## src/rtl/mca_pkg.sv

```systemverilog
// Shared constants and helpers for the maskable-carry pipelined adder.
package mca_pkg;

  localparam int MCA_WIDTH_DEF = 16;
  localparam int MCA_SEG_DEF   = 4;

  // A non-positive segment width is rejected by the top; return 1 so elaboration reaches that check.
  function automatic int mca_stages(input int width, input int seg);
    return (seg < 1) ? 1 : width / seg;
  endfunction

endpackage

```

## src/rtl/maskable_seg_adder.sv

```systemverilog
// Combinational SEG-bit ripple slice: exact full adder where mask=1,
// carry-dropping approximate cell (xor sum, and carry-out) where mask=0.
module maskable_seg_adder
  import mca_pkg::*;
#(
  parameter int SEG = MCA_SEG_DEF
) (
  input  logic [SEG-1:0] a,
  input  logic [SEG-1:0] b,
  input  logic [SEG-1:0] mask,
  input  logic           cin,
  output logic [SEG-1:0] sum,
  output logic           cout
);

  always_comb begin : p_ripple
    logic c;
    c   = cin;
    sum = '0;
    for (int i = 0; i < SEG; i++) begin
      if (mask[i]) begin
        sum[i] = a[i] ^ b[i] ^ c;
        c      = (a[i] & b[i]) | (a[i] & c) | (b[i] & c);
      end else begin
        sum[i] = a[i] ^ b[i];
        c      = a[i] & b[i];
      end
    end
    cout = c;
  end

endmodule

```

## src/rtl/maskable_carry_pipe_adder.sv

```systemverilog
// Pipelined adder with a per-bit carry mask, one SEG-bit segment resolved per stage.
// Optional exact-reference comparison and err output enabled by macro MCA_ERR_FLAG_EN.
module maskable_carry_pipe_adder
  import mca_pkg::*;
#(
  parameter int WIDTH = MCA_WIDTH_DEF,
  parameter int SEG   = MCA_SEG_DEF
) (
  input  logic             clk,
  input  logic             rst,
  input  logic             in_valid,
  output logic             in_ready,
  input  logic [WIDTH-1:0] a,
  input  logic [WIDTH-1:0] b,
  input  logic [WIDTH-1:0] mask,
  output logic             out_valid,
  input  logic             out_ready,
  output logic [WIDTH:0]   sum
`ifdef MCA_ERR_FLAG_EN
  ,
  output logic             err
`endif
);

  localparam int STAGES = mca_stages(WIDTH, SEG);
  localparam int LAST   = STAGES - 1;

  if (SEG < 1 || (WIDTH % SEG) != 0) begin : g_bad_cfg
    $error("maskable_carry_pipe_adder: WIDTH must be a positive multiple of SEG");
  end

  logic en;

  logic [STAGES-1:0]            v_q, c_q, v_src, c_src, seg_cout;
  logic [STAGES-1:0][WIDTH-1:0] a_q, b_q, m_q, s_q;
  logic [STAGES-1:0][WIDTH-1:0] a_src, b_src, m_src, s_src, s_nxt;
  logic [STAGES-1:0][SEG-1:0]   seg_sum;

  assign en        = !v_q[LAST] | out_ready;
  assign in_ready  = en;
  assign out_valid = v_q[LAST];
  assign sum       = {c_q[LAST], s_q[LAST]};

  // Stage k consumes the port operands (k=0) or the registers of stage k-1.
  always_comb begin
    v_src[0] = in_valid;
    c_src[0] = 1'b0;
    a_src[0] = a;
    b_src[0] = b;
    m_src[0] = mask;
    s_src[0] = '0;
    for (int k = 1; k < STAGES; k++) begin
      v_src[k] = v_q[k-1];
      c_src[k] = c_q[k-1];
      a_src[k] = a_q[k-1];
      b_src[k] = b_q[k-1];
      m_src[k] = m_q[k-1];
      s_src[k] = s_q[k-1];
    end
  end

  for (genvar k = 0; k < STAGES; k++) begin : g_stage
    maskable_seg_adder #(.SEG(SEG)) u_seg (
      .a    (a_src[k][k*SEG +: SEG]),
      .b    (b_src[k][k*SEG +: SEG]),
      .mask (m_src[k][k*SEG +: SEG]),
      .cin  (c_src[k]),
      .sum  (seg_sum[k]),
      .cout (seg_cout[k])
    );
  end

  always_comb begin
    for (int k = 0; k < STAGES; k++) begin
      s_nxt[k]                = s_src[k];
      s_nxt[k][k*SEG +: SEG]  = seg_sum[k];
    end
  end

  always_ff @(posedge clk) begin
    if (rst) begin
      v_q <= '0;
      c_q <= '0;
      a_q <= '0;
      b_q <= '0;
      m_q <= '0;
      s_q <= '0;
    end else if (en) begin
      v_q <= v_src;
      c_q <= seg_cout;
      a_q <= a_src;
      b_q <= b_src;
      m_q <= m_src;
      s_q <= s_nxt;
    end
  end

  // Operand bits held in the final stage have all been consumed already.
  logic unused_tail;
  assign unused_tail = ^{a_q[LAST], b_q[LAST], m_q[LAST]};

`ifdef MCA_ERR_FLAG_EN
  logic [STAGES-1:0]            rc_q, rc_src, ref_cout;
  logic [STAGES-1:0][WIDTH-1:0] r_q, r_src, r_nxt;
  logic [STAGES-1:0][SEG-1:0]   ref_sum;
  logic                         err_q;

  always_comb begin
    rc_src[0] = 1'b0;
    r_src[0]  = '0;
    for (int k = 1; k < STAGES; k++) begin
      rc_src[k] = rc_q[k-1];
      r_src[k]  = r_q[k-1];
    end
  end

  for (genvar k = 0; k < STAGES; k++) begin : g_ref
    maskable_seg_adder #(.SEG(SEG)) u_ref (
      .a    (a_src[k][k*SEG +: SEG]),
      .b    (b_src[k][k*SEG +: SEG]),
      .mask ({SEG{1'b1}}),
      .cin  (rc_src[k]),
      .sum  (ref_sum[k]),
      .cout (ref_cout[k])
    );
  end

  always_comb begin
    for (int k = 0; k < STAGES; k++) begin
      r_nxt[k]               = r_src[k];
      r_nxt[k][k*SEG +: SEG] = ref_sum[k];
    end
  end

  // err is decided as the result enters the output stage, so it travels with sum.
  always_ff @(posedge clk) begin
    if (rst) begin
      rc_q  <= '0;
      r_q   <= '0;
      err_q <= 1'b0;
    end else if (en) begin
      rc_q  <= ref_cout;
      r_q   <= r_nxt;
      err_q <= v_src[LAST] &&
               ({ref_cout[LAST], r_nxt[LAST]} != {seg_cout[LAST], s_nxt[LAST]});
    end
  end

  assign err = err_q;

  logic unused_ref_tail;
  assign unused_ref_tail = ^{rc_q[LAST], r_q[LAST]};
`endif

endmodule

```

## config.mk

```make
export PLATFORM = sky130hd
export DESIGN_NAME = maskable_carry_pipe_adder
export DESIGN_NICKNAME = d
export VERILOG_FILES = /design/src/rtl/mca_pkg.sv /design/src/rtl/maskable_seg_adder.sv /design/src/rtl/maskable_carry_pipe_adder.sv
export SDC_FILE = /design/constraint.sdc
export NUM_CORES = 1
export LEC_CHECK = 0
export ABC_AREA = 1
export CELL_PAD_IN_SITES_DETAIL_PLACEMENT = 1
export CELL_PAD_IN_SITES_GLOBAL_PLACEMENT = 2
export CORE_ASPECT_RATIO = 0.8
export CORE_UTILIZATION = 30
export CTS_BUF_LIST = sky130_fd_sc_hd__clkbuf_16
export DETAILED_ROUTE_END_ITERATION = 8
export PLACE_DENSITY_LB_ADDON = 0.1
export SETUP_SLACK_MARGIN = 0.05
export SYNTH_ARGS = -nofsm -noshare
export SYNTH_HDL_FRONTEND = slang
export SYNTH_SLANG_ARGS = --single-unit
```

## constraint.sdc

```tcl
create_clock -name clk -period 4.7 [get_ports clk]
set_clock_uncertainty 0.2 [all_clocks]
set_input_delay 0.47 -clock clk [delete_from_list [all_inputs] [get_ports clk]]
set_output_delay 0.47 -clock clk [all_outputs]
set_load 0.01 [all_outputs]
```

# Word-level counts from Yosys, hierarchy flattened
# Cells that the tools add are included.
# Widths: inputs -> output; s select.
[totals]
register_bits = 192
in_bits = 52
output_inout_bits = 19
word_cells = 154
[op_classes]
mux = 30
bitwise = 108
n_reduce_logical = 1
[ops]
columns = ["cell", "n"]
rows = [
  ["$and 1x1->1", 46],
  ["$or 1x1->1", 31],
  ["$xor 1x1->1", 31],
  ["$mux 1", 30],
  ["$logic_not 1->1", 1],
]

# Longest topological paths before layout
# Gate-level depths: netlist (run 1).
[depth]
word_depth = 16
ltp_mapped = 12
mapped_depth_nobuf = 12

# Cells and area by module
# From an unflattened synthesis (run 1), not the netlist that was laid out.
[hier_totals]
hier_cells = 963
hier_area_um2 = 6169.7
[modules_own_cells]
columns = ["module", "instances", "cells_per_inst", "area_per_inst_um2", "seq_area_each_um2"]
rows = [
  ["maskable_carry_pipe_adder", 1, 775, 5063.6, 2402.3],
  ["maskable_seg_adder", 4, 47, 276.5, 0.0],
]

# Least setup slack after synthesis (run 1)
# OpenSTA, ideal clock, no wires.
[synth_timing]
path_kind = "input to register"
startpoint = "in a[0]"
endpoint = "reg s_q, in the netlist s_nxt[19]"
setup_time_ns = 0.064
t_arrival_ns = 2.251
path_slack_ns = 2.185
path_stages = 10
cell_sequence = "ha_1 fa_1 nand2_1 nand2_1 fa_1 mux2i_1 fa_1 nor2_1 nor2_1 nor2_1"
[synth_between]
elab_chain_len = 11
word_cells_on_any_way = 13
classes_between = "mux (3); bitwise (10)"
[synth_rtl]
columns = ["item", "line_no", "rtl"]
rows = [
  ["from (decl)", "maskable_carry_pipe_adder.sv:13", "input logic [WIDTH-1:0] a,"],
  ["$and 1x1->1 (*)", "maskable_seg_adder.sv:23, maskable_seg_adder.sv:26", ""],
  ["$and 1x1->1", "maskable_seg_adder.sv:23", "c = (a[i] & b[i]) | (a[i] & c) | (b[i] & c);"],
  ["$or 1x1->1", "maskable_seg_adder.sv:23", ""],
  ["$or 1x1->1 (*)", "maskable_seg_adder.sv:23", ""],
  ["$mux 1 (*)", "maskable_seg_adder.sv:21", "if (mask[i]) begin"],
  ["$and 1x1->1", "maskable_seg_adder.sv:23", ""],
  ["$or 1x1->1", "maskable_seg_adder.sv:23", ""],
  ["$or 1x1->1 (*)", "maskable_seg_adder.sv:23", ""],
  ["$mux 1 (*)", "maskable_seg_adder.sv:21", ""],
  ["$xor 1x1->1 (*)", "maskable_seg_adder.sv:22", "sum[i] = a[i] ^ b[i] ^ c;"],
  ["$mux 1 (*)", "maskable_seg_adder.sv:21", ""],
  ["to (signal assigned)", "maskable_carry_pipe_adder.sv:94", "s_q <= s_nxt;"],
  ["to (decl)", "maskable_carry_pipe_adder.sv:35", "logic [STAGES-1:0][WIDTH-1:0] a_q, b_q, m_q, s_q;"],
]
# Every way passes the cells marked *; elsewhere a longest branch is shown, timed or not.
# A chain may end at the register's enable or synchronous reset.

# Final worst setup path (run 1)
[layout_timing]
startpoint = "reg a_q[44] (netlist bit)"
endpoint = "reg s_q, in the netlist sum[15]"
[layout_between]
elab_chain_len = 14
word_cells_on_any_way = 17
classes_between = "mux (4); bitwise (13)"
[layout_rtl]
columns = ["item", "line_no", "rtl"]
rows = [
  ["from (decl)", "maskable_carry_pipe_adder.sv:35", ""],
  ["from (signal assigned)", "maskable_carry_pipe_adder.sv:91", "a_q <= a_src;"],
  ["$and 1x1->1 (on tied branches)", "maskable_seg_adder.sv:23, maskable_seg_adder.sv:26", ""],
  ["$or 1x1->1 (2 in series)", "maskable_seg_adder.sv:23", ""],
  ["$mux 1 (*)", "maskable_seg_adder.sv:21", ""],
  ["$and 1x1->1", "maskable_seg_adder.sv:23", ""],
  ["$or 1x1->1", "maskable_seg_adder.sv:23", ""],
  ["$or 1x1->1 (*)", "maskable_seg_adder.sv:23", ""],
  ["$mux 1 (*)", "maskable_seg_adder.sv:21", ""],
  ["$and 1x1->1", "maskable_seg_adder.sv:23", ""],
  ["$or 1x1->1", "maskable_seg_adder.sv:23", ""],
  ["$or 1x1->1 (*)", "maskable_seg_adder.sv:23", ""],
  ["$mux 1 (*)", "maskable_seg_adder.sv:21", ""],
  ["$xor 1x1->1 (*)", "maskable_seg_adder.sv:22", ""],
  ["$mux 1 (*)", "maskable_seg_adder.sv:21", ""],
]
# Marked as above.

==> impl_metrics.ini, run 1 <==
[sta]
rsz0062_at_grt = no
whs_ps = 201
hold_violations = 0
setup_ws_ps = 1800
finalSetupViolations = 0
fmax_ghz = 0.345
slew_headroom = 0.368
max_slew.worst_pin.slew_ps = 949
final.setup.tns_ps = 0
fin_crit_ps = 2900
drv_slew = 0
period_share = 0.616

[grt]
antenna_found_initial = 0
grt_pass1_wl_um = 22500
track_usage = 0.154
grt-ovfl-total = 0
grt_pass1_vias = 4704
grt_max_degree = 126

[power]
peakVddDrop_v = 0.000196
leakagePower_nw = 2.86
p_per_area_nw_per_um2 = 393

[detailed_routing]
route.met3.wl_um = 466
dr.pass1.iters = 6
avgRoutedWirePerCell_um = 13.2
antenna_left = 0
via_per_inst = 4.48
m1WireLength_um = 6490
drcViolationCount = 6
wl_met2_um = 6020
top_layer_used = met4
vias = 4492
drt-total-wl_um = 13200
drt_iter0_markers = 193

[floorplanning]
die_h_um = 122
dieArea_um2 = 18600
ioPinCount = 71
die_x_um = 152
core_um2 = 17500
rows = 43
initial_core_util = 0.309

[logic_synthesis]
synth.distinct_cells = 20
syn_avg_cell_area_um2 = 7.65
netlist_area_um2 = 5430
yosys_register_bits = 120
seq_area_frac_synth = 0.443
synth_nets = 792
synth_cells = 709
ys.warnings.count = 0

[layout]
final_common_cell = nor2_1
multiInputGateArea_um2 = 2700
nets = 847
syn_to_final_growth_pct = 26.2
drive_gt1_frac = 0.0502
most-common-layout-cells = 249 x nor2_1, 130 x nand2_1, 120 x dfxtp_1, 75 x o21bai_1, 68 x clkdlybuf4s50_1
regArea_um2 = 2400
diodes = 0
fill_cells = 2135

[worst_setup_path]
required_ps = 4850
end_kind = register
rr_startpoint = a_q[44]$_SDFFE_PP0P_
path_class = register to register
cp_max_fo = 2
cp-start-kind = register
crit_start = a_q[44]$_SDFFE_PP0P_
cp.arrival_ps = 3050
worstRegToRegCells = 12

[clock_network]
clock_latency_ps = 410
htree_levels = 4
path_clk_slew_ps = 60
cts_tree = built
cts_sinks = 120
ctsResizeCount = 0
cts_root_buf = clkbuf_16
cts_buffers = 17
post-cts-setup-buffers = 0
cts_hold_buf = 0
clockBufferDepth = 2

[hold_path]
hp-class = primary input to register
holdPathStages = 3
hold_start = rst

[place]
dp_hpwl_um = 8200
pre_cts_slack_ps = 1630
gp_congestion = 0.771
numPortBuffers = 69

[run_status]
violations = DRC
outcome = complete, but fails checks

[run]
maxCapViolCount = 0
-- power by group --
group          internal, mW  switching, mW
sequential             1.08         0.0378
clock                 0.823          0.471
combinational         0.139          0.141
total                  2.04          0.649
-- kinds of logic after synthesis --
group | count (synthesis) | share of synthesized area
simple gates | 400 | 0.289
flops | 120 | 0.443
compound gates | 79 | 0.107
buf+inv | 75 | 0.0607
fa+ha+maj | 31 | 0.0923
mux | 4 | 0.00738
-- Yosys cell counts, drive strengths merged --
cell type,count,area [µm²]
ha,16,200
nand3b,16,120
fa,15,300
clkbuf,16,60.1
nor2,250,941
mux2i,4,40.0
buf,23,134
clkinv,1,3.75
nand2,131,494
dfxtp,120,2400
o21bai,75,563
nand3,3,15.0
a21oi,1,5.00
o21ai,3,15.0
inv,35,131
-- sequential cells by signal, summed over array words and instances (netlist names) --
register	cells
a_q	24
b_q	24
m_q	24
s_nxt	24
sum	16
c_q	4
v_q	4
-- path summary, 6_finish.rpt --
kind	to	slack (ps)
worst max-delay path	sum[15]$_SDFFE_PP0P_	1800
worst min-delay path	s_nxt[35]$_SDFFE_PP0P_	200
worst max register to register	sum[15]$_SDFFE_PP0P_	1800
worst min register to register	v_q[3]$_SDFFE_PP0P_	270
-- final cells by class --
class,count,share of cell area
timing repair buffer,75,0.109
multi-input combinational,514,0.394
clock inverter,15,0.0236
inverter,36,0.0197
clock buffer,17,0.0621
tap,225,0.0411
sequential,120,0.351
-- stage by stage --
stage	power, mW	util	cell area, µm²	instances
after CTS	2.75	0.390	6850	1002
after detailed placement	1.43	0.357	6260	970
after global routing	2.84	0.390	6850	1002
after global placement	1.42	0.357	6260	970
final	2.69	0.390	6850	1002
after floorplan	1.31	-	5430	709
-- critical path, cell delays in order, from the launching register on --
cell and delay [ps]:
dfxtp_1 310, inv_1 100, fa_1 170, o21ai_0 150, fa_1 400, nand2_1 70, nand2_1 60, fa_1 360
mux2i_1 300, fa_1 470, nor2_1 110, nor2_1 50, nor2_1 80
-- layer usage --
metal  GRT usage  vias up
li1            -     2303
met1       0.181     2116
met2       0.268       56
met3      0.0399       17
met4      0.0651        0
met5           0        -
(Power assumes the default switching activity.)
==> inputs of run 2 (changes only) <==
--- a/config.mk
+++ b/config.mk
@@ -9,7 +9,7 @@
 export CELL_PAD_IN_SITES_DETAIL_PLACEMENT = 1
 export CELL_PAD_IN_SITES_GLOBAL_PLACEMENT = 2
 export CORE_ASPECT_RATIO = 0.8
-export CORE_UTILIZATION = 30
+export CORE_UTILIZATION = 29
 export CTS_BUF_LIST = sky130_fd_sc_hd__clkbuf_16
 export DETAILED_ROUTE_END_ITERATION = 8
 export PLACE_DENSITY_LB_ADDON = 0.1
==> constraint.sdc (replaced) <==
create_clock -name clk -period 2.34 [get_ports clk]
set_clock_uncertainty 0.2 [all_clocks]
set_input_delay 0.234 -clock clk [delete_from_list [all_inputs] [get_ports clk]]
set_output_delay 0.234 -clock clk [all_outputs]
set_load 0.01 [all_outputs]
==> run 2 against run 1 <==
  * The run ends with setup timing left
  * Sequential cell count is the same
  * Design area grew 4.3%
  * Critical path depth is the same
  * Via count grew 0.91%
  * Sequential power grew 100%
  * Die area grew 3.4%
  * Worst hold slack lost 92 ps
  * Wire length grew 5.4%
  * Combinational power grew 120%
  * Clock-buffer cell count is the same
==> impl_metrics.ini, run 2 (synthesized netlist as in run 1, its figures left out) <==
[power]
peakVddDrop_v = 0.000401
leakagePower_nw = 2.97
p_per_area_nw_per_um2 = 714

[worst_setup_path]
path_class = register to register
cp.arrival_ps = 2740
cp-start-kind = register
worstRegToRegCells = 12
rrSetupSlack_ps = -250
end_kind = register
rr_startpoint = a_q[44]$_SDFFE_PP0P_
r2r-end = sum[15]$_SDFFE_PP0P_
required_ps = 2490
crit_start = a_q[44]$_SDFFE_PP0P_
cp_max_fo = 2

[clock_network]
clock_latency_ps = 410
cts_buffers = 17
path_clk_slew_ps = 60
cts_sinks = 120
htree_levels = 4
cts_root_buf = clkbuf_16
cts_tree = built
clockBufferDepth = 2

[layout]
diodes = 0
final_common_cell = nor2_1
drive_gt1_frac = 0.134
most-common-layout-cells = 244 x nor2_1, 122 x nand2_1, 114 x dfxtp_1, 75 x o21bai_1, 64 x clkdlybuf4s50_1
nets = 870
syn_to_final_growth_pct = 31.7

[sta]
slew_headroom = 0.524
setup_ws_ps = -247
rsz0062_at_grt = yes
drv_slew = 0
max_slew.worst_pin.slew_ps = 714
period_share = 1.11
fin_crit_ps = 2590
fmax_ghz = 0.387
finalSetupViolations = 6
whs_ps = 110
hold_violations = 0

[detailed_routing]
vias = 4533
dr.pass1.iters = 4
antenna_left = 0
via_per_inst = 4.31
drt-total-wl_um = 13900
drcViolationCount = 0
drt_iter0_markers = 177
avgRoutedWirePerCell_um = 13.2

[grt]
antenna_found_initial = 0
grt_pass1_vias = 4816
track_usage = 0.153
grt_pass1_wl_um = 23400
grt_max_degree = 77
grt-ovfl-total = 0

[floorplanning]
core_um2 = 18200
initial_core_util = 0.298
die_x_um = 155
dieArea_um2 = 19300
rows = 44
ioPinCount = 71
die_h_um = 124

[run]
maxCapViolCount = 0

[place]
dp_hpwl_um = 8960
numPortBuffers = 69
gp_congestion = 0.756
pre_cts_slack_ps = -490

[hold_path]
hold_start = a[0]
whs_endpoint = s_nxt[16]$_SDFFE_PP0P_
hp-class = primary input to register
holdPathStages = 4

[run_status]
violations = setup timing
outcome = complete, but fails checks
## run 2: critical path, cell delays in order (launching register included)
cell     delay (ps)
dfxtp_2         320
inv_2            70
fa_2            200
o21ai_2          70
fa_2            340
nand2_2          60
nand2_2          50
fa_2            350
mux2i_4         190
fa_2            470
nor2_1          100
nor2_1           40
nor2_1           70
## run 2: power by group
part           total [mW]  leakage (nW)  internal (mW)  switching (mW)
registers            2.26         0.990           2.18          0.0796
logic               0.610          1.72          0.312           0.298
clock network        2.24         0.263           1.31           0.925
total                5.10          2.97           3.80            1.30
## run 2: through the flow
stage / instances / utilization / power [mW] / area, µm² / setup TNS, ps
6_report: 1052 / 0.392 / 5.10 / 7150 / -812
5_1_grt: 1052 / 0.392 / 5.37 / 7150 / -1690
4_1_cts: 1051 / 0.390 / 5.19 / 7100 / -1040
3_5_place_dp: 1018 / 0.359 / 2.90 / 6550 / -2160
3_3_place_gp: 1018 / 0.359 / 2.88 / 6550 / -1720
2_1_floorplan: 709 / - / 2.64 / 5460 / -295
## run 2: cell type report
class | instances | area (µm²)
fill | 2179 | 11100
clock buffer | 17 | 425
clock inverter | 14 | 71.3
sequential | 120 | 2410
timing repair buffer | 98 | 977
tap | 253 | 317
multi-input combinational | 514 | 2810
inverter | 36 | 135
## run 2: worst max-delay path by stage
stage	slack, ps	to
2_1_floorplan	-100	sum[15]$_SDFFE_PP0P_
3_3_place_gp	-460	s_nxt[19]$_SDFFE_PP0P_
3_5_place_dp	-490	s_nxt[19]$_SDFFE_PP0P_
4_1_cts	-290	sum[15]$_SDFFE_PP0P_
5_1_grt	-380	sum[15]$_SDFFE_PP0P_
6_report	-250	sum[15]$_SDFFE_PP0P_
## run 2: what timing repair did
| action | 4_1_cts | 5_1_grt |
|---|---|---|
| setup buffers | 3 | 1 |
| endpoints found under the setup margin | 9 | 10 |
| hold buffers | 0 | 0 |
| pin swaps | 26 | 11 |
| resized for setup | 19 | 13 |
## run 2: layer usage
layer	global-route usage	part of all wire	up-vias
li1	-	-	2354
met1	0.201	0.50	2104
met2	0.246	0.45	61
met3	0.0348	0.037	14
met4	0.0542	0.011	0
met5	0	0	-
==> inputs of run 3 (changes only) <==
--- a/config.mk
+++ b/config.mk
@@ -6,6 +6,7 @@
 export NUM_CORES = 1
 export LEC_CHECK = 0
 export ABC_AREA = 1
+export CAP_MARGIN = 20
 export CELL_PAD_IN_SITES_DETAIL_PLACEMENT = 1
 export CELL_PAD_IN_SITES_GLOBAL_PLACEMENT = 2
 export CORE_ASPECT_RATIO = 0.8
==> results of run 3 <==
No change in the layout: final DEF, timing and power equal those of run 2.
